<file path="src/rtl/dx_operand_stage.sv">
// Decode-to-execute operand stage: resolves rs1/rs2 with X > M > W > RF bypassing,
// selects rs2 or immediate, and registers operands plus destination info into X.
module dx_operand_stage (
  input  logic        clk_i,
  input  logic        reset_i,
  input  logic        d_val_i,
  output logic        d_rdy_o,
  input  logic [4:0]  d_rs1_addr_i,
  input  logic [4:0]  d_rs2_addr_i,
  input  logic [31:0] d_rs1_data_i,
  input  logic [31:0] d_rs2_data_i,
  input  logic [31:0] d_imm_i,
  input  logic        d_op2_sel_i,
  input  logic        d_alu_op_i,
  input  logic [4:0]  d_rd_addr_i,
  input  logic        d_rf_wen_i,
  input  logic        x_stall_i,
  input  logic        x_squash_i,
  input  logic [31:0] x_alu_out_i,
  input  logic        m_val_i,
  input  logic        m_rf_wen_i,
  input  logic [4:0]  m_rd_addr_i,
  input  logic [31:0] m_result_i,
  input  logic        w_val_i,
  input  logic        w_rf_wen_i,
  input  logic [4:0]  w_rd_addr_i,
  input  logic [31:0] w_result_i,
  output logic        x_val_o,
  output logic [31:0] x_alu_in0_o,
  output logic [31:0] x_alu_in1_o,
  output logic        x_alu_op_o,
  output logic [4:0]  x_rd_addr_o,
  output logic        x_rf_wen_o,
  output logic [31:0] x_store_data_o
);

  logic        x_val_q, x_val_d;
  logic        x_rf_wen_q, x_rf_wen_d;
  logic        x_alu_op_q, x_alu_op_d;
  logic [4:0]  x_rd_addr_q, x_rd_addr_d;
  logic [31:0] x_alu_in0_q, x_alu_in0_d;
  logic [31:0] x_alu_in1_q, x_alu_in1_d;
  logic [31:0] x_store_data_q, x_store_data_d;

  logic        x_wr, m_wr, w_wr;
  logic [31:0] rs1_byp, rs2_byp;

  // A bubble in X has x_val_q low, so it can never produce a bypass hit.
  assign x_wr = x_val_q & x_rf_wen_q;
  assign m_wr = m_val_i & m_rf_wen_i;
  assign w_wr = w_val_i & w_rf_wen_i;

  always_comb begin
    rs1_byp = d_rs1_data_i;
    if (d_rs1_addr_i != 5'd0) begin
      if (x_wr && (x_rd_addr_q == d_rs1_addr_i)) begin
        rs1_byp = x_alu_out_i;
      end else if (m_wr && (m_rd_addr_i == d_rs1_addr_i)) begin
        rs1_byp = m_result_i;
      end else if (w_wr && (w_rd_addr_i == d_rs1_addr_i)) begin
        rs1_byp = w_result_i;
      end
    end
  end

  always_comb begin
    rs2_byp = d_rs2_data_i;
    if (d_rs2_addr_i != 5'd0) begin
      if (x_wr && (x_rd_addr_q == d_rs2_addr_i)) begin
        rs2_byp = x_alu_out_i;
      end else if (m_wr && (m_rd_addr_i == d_rs2_addr_i)) begin
        rs2_byp = m_result_i;
      end else if (w_wr && (w_rd_addr_i == d_rs2_addr_i)) begin
        rs2_byp = w_result_i;
      end
    end
  end

  always_comb begin
    x_val_d        = x_val_q;
    x_rf_wen_d     = x_rf_wen_q;
    x_alu_op_d     = x_alu_op_q;
    x_rd_addr_d    = x_rd_addr_q;
    x_alu_in0_d    = x_alu_in0_q;
    x_alu_in1_d    = x_alu_in1_q;
    x_store_data_d = x_store_data_q;
    // Stall holds everything; squash only matters once X is free to advance.
    if (!x_stall_i) begin
      if (x_squash_i || !d_val_i) begin
        x_val_d        = 1'b0;
        x_rf_wen_d     = 1'b0;
        x_alu_op_d     = 1'b0;
        x_rd_addr_d    = 5'd0;
        x_alu_in0_d    = 32'd0;
        x_alu_in1_d    = 32'd0;
        x_store_data_d = 32'd0;
      end else begin
        x_val_d        = 1'b1;
        x_rf_wen_d     = d_rf_wen_i;
        x_alu_op_d     = d_alu_op_i;
        x_rd_addr_d    = d_rd_addr_i;
        x_alu_in0_d    = rs1_byp;
        x_alu_in1_d    = d_op2_sel_i ? d_imm_i : rs2_byp;
        x_store_data_d = rs2_byp;
      end
    end
  end

  always_ff @(posedge clk_i) begin
    if (reset_i) begin
      x_val_q        <= 1'b0;
      x_rf_wen_q     <= 1'b0;
      x_alu_op_q     <= 1'b0;
      x_rd_addr_q    <= 5'd0;
      x_alu_in0_q    <= 32'd0;
      x_alu_in1_q    <= 32'd0;
      x_store_data_q <= 32'd0;
    end else begin
      x_val_q        <= x_val_d;
      x_rf_wen_q     <= x_rf_wen_d;
      x_alu_op_q     <= x_alu_op_d;
      x_rd_addr_q    <= x_rd_addr_d;
      x_alu_in0_q    <= x_alu_in0_d;
      x_alu_in1_q    <= x_alu_in1_d;
      x_store_data_q <= x_store_data_d;
    end
  end

  assign d_rdy_o        = ~x_stall_i;
  assign x_val_o        = x_val_q;
  assign x_rf_wen_o     = x_rf_wen_q;
  assign x_alu_op_o     = x_alu_op_q;
  assign x_rd_addr_o    = x_rd_addr_q;
  assign x_alu_in0_o    = x_alu_in0_q;
  assign x_alu_in1_o    = x_alu_in1_q;
  assign x_store_data_o = x_store_data_q;

endmodule
</file>
<file path="config.mk">
export PLATFORM = sky130hd
export DESIGN_NAME = dx_operand_stage
export DESIGN_NICKNAME = d
export VERILOG_FILES = /design/src/rtl/dx_operand_stage.sv
export SDC_FILE = /design/constraint.sdc
export NUM_CORES = 1
export LEC_CHECK = 0
export CAP_MARGIN = 20
export CELL_PAD_IN_SITES_DETAIL_PLACEMENT = 1
export CELL_PAD_IN_SITES_GLOBAL_PLACEMENT = 2
export CORE_MARGIN = 2
export CORE_UTILIZATION = 23
export DETAILED_ROUTE_END_ITERATION = 12
export GPL_ROUTABILITY_DRIVEN = 1
export GPL_TIMING_DRIVEN = 0
export HOLD_SLACK_MARGIN = 0.03
export PLACE_DENSITY = 0.89
export SYNTH_ARGS = -nofsm -noshare
export SYNTH_HDL_FRONTEND = slang
export SYNTH_SLANG_ARGS = --single-unit
</file>
<file path="constraint.sdc">
create_clock -name clk_i -period 4.7 [get_ports clk_i]
set_input_delay 0.94 -clock clk_i [delete_from_list [all_inputs] [get_ports clk_i]]
set_output_delay 0.94 -clock clk_i [all_outputs]
set_load 0.02 [all_outputs]
</file>
==> run metrics <==
Finished Layout Cells 1673; crit end category register; Die W roughly 180 um; FMAX 277 MHz; met3 Use GR 0.0646; relative slew slack 0.329; I/O Buffers 330; sequential share of the synthesized area 0.297; global-route wire length before repair ~60000 um; Arr. time, crit path a little under 4000 ps; Post-layout nets 1506; layer with the highest usage met2; Final setup violation count 0; Switching Share 0.323; HP Start x_alu_in0_o[5]; post-synthesis register bit count 104; share of cells above drive strength 1 0.0835; area grow syn2layout 58.7%; setup TNS 0 ps; crit-path max cell delay 820 ps; Max IR drop VDD between 0.1 and 0.15 mV; Int Power around 0.0017 W; final cycle utilization of the critical path 0.768; die height ~180 um; post-synthesis cell area 0.00701 mm2; # clock sinks between 100 and 150; Cell Count Post-Placement 1656; H-tree depth 3; Post-CTS Setup Bufs 0; num rows 63; status completed; Ports 334; Routed Antenna Nets 0; Reg2Reg Depth 7; initial DRC count about 560; unrepaired setup endpoints after global routing no; Final Hold Viols 0; Worst-Skew Late Latency ~370 ps; Seq pwr share 0.377; total CTS buffers 9; FF-to-FF End x_alu_in0_o[27]; reg2reg start x_rd_addr_o[3]; worst slew pin tran about 1000 ps; cells after synthesis 936; Tmin final 3610 ps; CTS hold repair buffers 0; die area 0.0319 mm2; NetSw around 0.00079 W; Req. time, crit path slightly below 5000 ps; vias in the first global route 9434; Clock Skew between 10 and 15 ps; CP top delay family buffers and inverters; Worst Hold Class register to register; crit path launch type primary input; Combinational Power Share 0.272; clk slew on worst S/H paths about 90 ps; Mapped Avg Cell Area about 7.5 um2; Initial Utilization 0.235; Clk network pwr share 0.351; most common cell after layout, fill and taps aside clkdlybuf4s50_1; TritonCTS clock tree built; Max Root-Sink Buffers 2; hold path depth 2; most frequent cells in the layout clkdlybuf4s50_1, o21ai_0, dfxtp_1; R2R setup slack 1920 ps; grt total ovfl 0; slowest cell on the critical path nor3_2; GRT Resource Usage Total 0.253; CP max FO 10; core area 0.0298 mm2; Global Route met2 Usage 0.443; Avg WL per Cell 24.7 um; syn_nets around 1200; drt first pass iters 4; worst setup path class primary input to register; critical path, cell by cell clkdlybuf4s50_1 -> xnor2_1 -> nand4_1 -> nor3_2 -> clkbuf_1 -> a311oi_1 -> a211oi_1 -> o21ai_1; Max Cap Violations 0; largest net degree at the start of global routing 19; Slew Limit Fails 0; CP bufs+invs 2; cts repair resizes 0; Ys Warns 0; routed vias/inst 5.43; final WL just over 40000 um; synth unique cells 37; drt drc 0; Final GP Congestion 0.879; Hold EP x_alu_in0_o[5]; clock root cell clkbuf_16; via count 9086; Leak Pwr 3.31 nW; Pwr Density 220 mW/mm2; met1 Usage GRT 0.306; post-layout util 0.373; number of antenna violations at the first check in global routing 3; HPWL after DPL around 33000 um
-- metrics by stage --
| stage | hold WS, ps | worst slack [ps] | total power (W) | area (um2) |
|---|---|---|---|---|
| 6_report | 450 | 1090 | 0.00244 | 11100 |
| 2_1_floorplan | 524 | 2250 | 0.00121 | 7010 |
| 3_5_place_dp | 443 | 712 | 0.00160 | 10800 |
| 3_3_place_gp | 436 | 759 | 0.00159 | 10800 |
| 5_1_grt | 470 | 927 | 0.00253 | 11100 |
| 4_1_cts | 454 | 1100 | 0.00246 | 11100 |
-- worst max-delay path by stage --
stage | depth (start not counted) | start | slack [ps] | endpoint
5_1_grt | 8 | d_rs1_addr_i[1] | 930 | x_alu_in0_o[27]
4_1_cts | 8 | d_rs1_addr_i[1] | 1100 | x_alu_in0_o[25]
2_1_floorplan | 8 | d_rs2_addr_i[0] | 2250 | x_alu_in1_o[30]
3_5_place_dp | 8 | d_rs1_addr_i[1] | 710 | x_alu_in0_o[25]
6_report | 8 | d_rs1_addr_i[1] | 1090 | x_alu_in0_o[27]
3_3_place_gp | 8 | d_rs1_addr_i[1] | 760 | x_alu_in0_o[25]
-- power by group through the flow --
stage	clock network, W	registers (W)	logic, W
6_report	0.000858	0.000921	0.000663
5_1_grt	0.000902	0.000924	0.000705
4_1_cts	0.000874	0.000921	0.000662
3_5_place_dp	0	0.000941	0.000658
3_3_place_gp	0	0.000940	0.000654
2_1_floorplan	0	0.000968	0.000238
-- routing by layer --
metal	up-vias	wire, um
met1	4452	17000
met3	52	3120
met2	354	20200
met4	4	890
li1	4224	-
met5	-	29
-- logic make-up after synthesis --
group	count (synthesis)	synth area share
and+or+nand+nor	268	0.182
buffers and inverters	109	0.0673
xor gates and xnor gates	30	0.0375
DFF	104	0.297
AOI/OAI and AO/OA	425	0.417
-- worst min-delay path, stage by stage, from the launching register on --
cell,delay (ps)
dfxtp_1,310
nand2_1,50
o21ai_1,50
-- Yosys cell counts (all sizes together) --
master | n | share of area
a22o | 31 | 0.039
nor3 | 66 | 0.048
a311oi | 32 | 0.040
a22oi | 7 | 0.0075
or2 | 3 | 0.0027
nand2 | 103 | 0.055
or4b | 1 | 0.0014
o21ai | 195 | 0.14
nor3b | 1 | 0.0011
and2 | 3 | 0.0027
buf | 26 | 0.023
a221oi | 31 | 0.065
nand4 | 5 | 0.0045
a31oi | 32 | 0.029
a21oi | 64 | 0.062
clkbuf | 81 | 0.043
or4 | 1 | 0.0016
xor2 | 3 | 0.0038
dfxtp | 104 | 0.30
xnor2 | 27 | 0.034
nand3 | 67 | 0.048
nand2b | 1 | 0.00089
inv | 2 | 0.0011
a211oi | 33 | 0.036
nor4 | 1 | 0.0018
nor2b | 2 | 0.0029
and4 | 2 | 0.0025
nor2 | 12 | 0.0087
-- state kept, by name (all words and copies together), names as in the netlist --
name	count
x_alu_in0_o	32
x_alu_in1_o	32
x_alu_op_o	1
x_rd_addr_o	5
x_rf_wen_o	1
x_store_data_o	32
x_val_o	1
-- cell type report --
cell class | instances | area [um2]
Antenna cell | 1 | 2.50
Buffer | 107 | 464
Clock buffer | 10 | 239
Clock inverter | 6 | 77.6
Fill cell | 3611 | 18700
Inverter | 2 | 7.51
Multi-Input combinational cell | 723 | 4450
Sequential cell | 104 | 2080
Tap cell | 390 | 488
Timing Repair Buffer | 330 | 3300
Power figures use the tool's default switching activity.
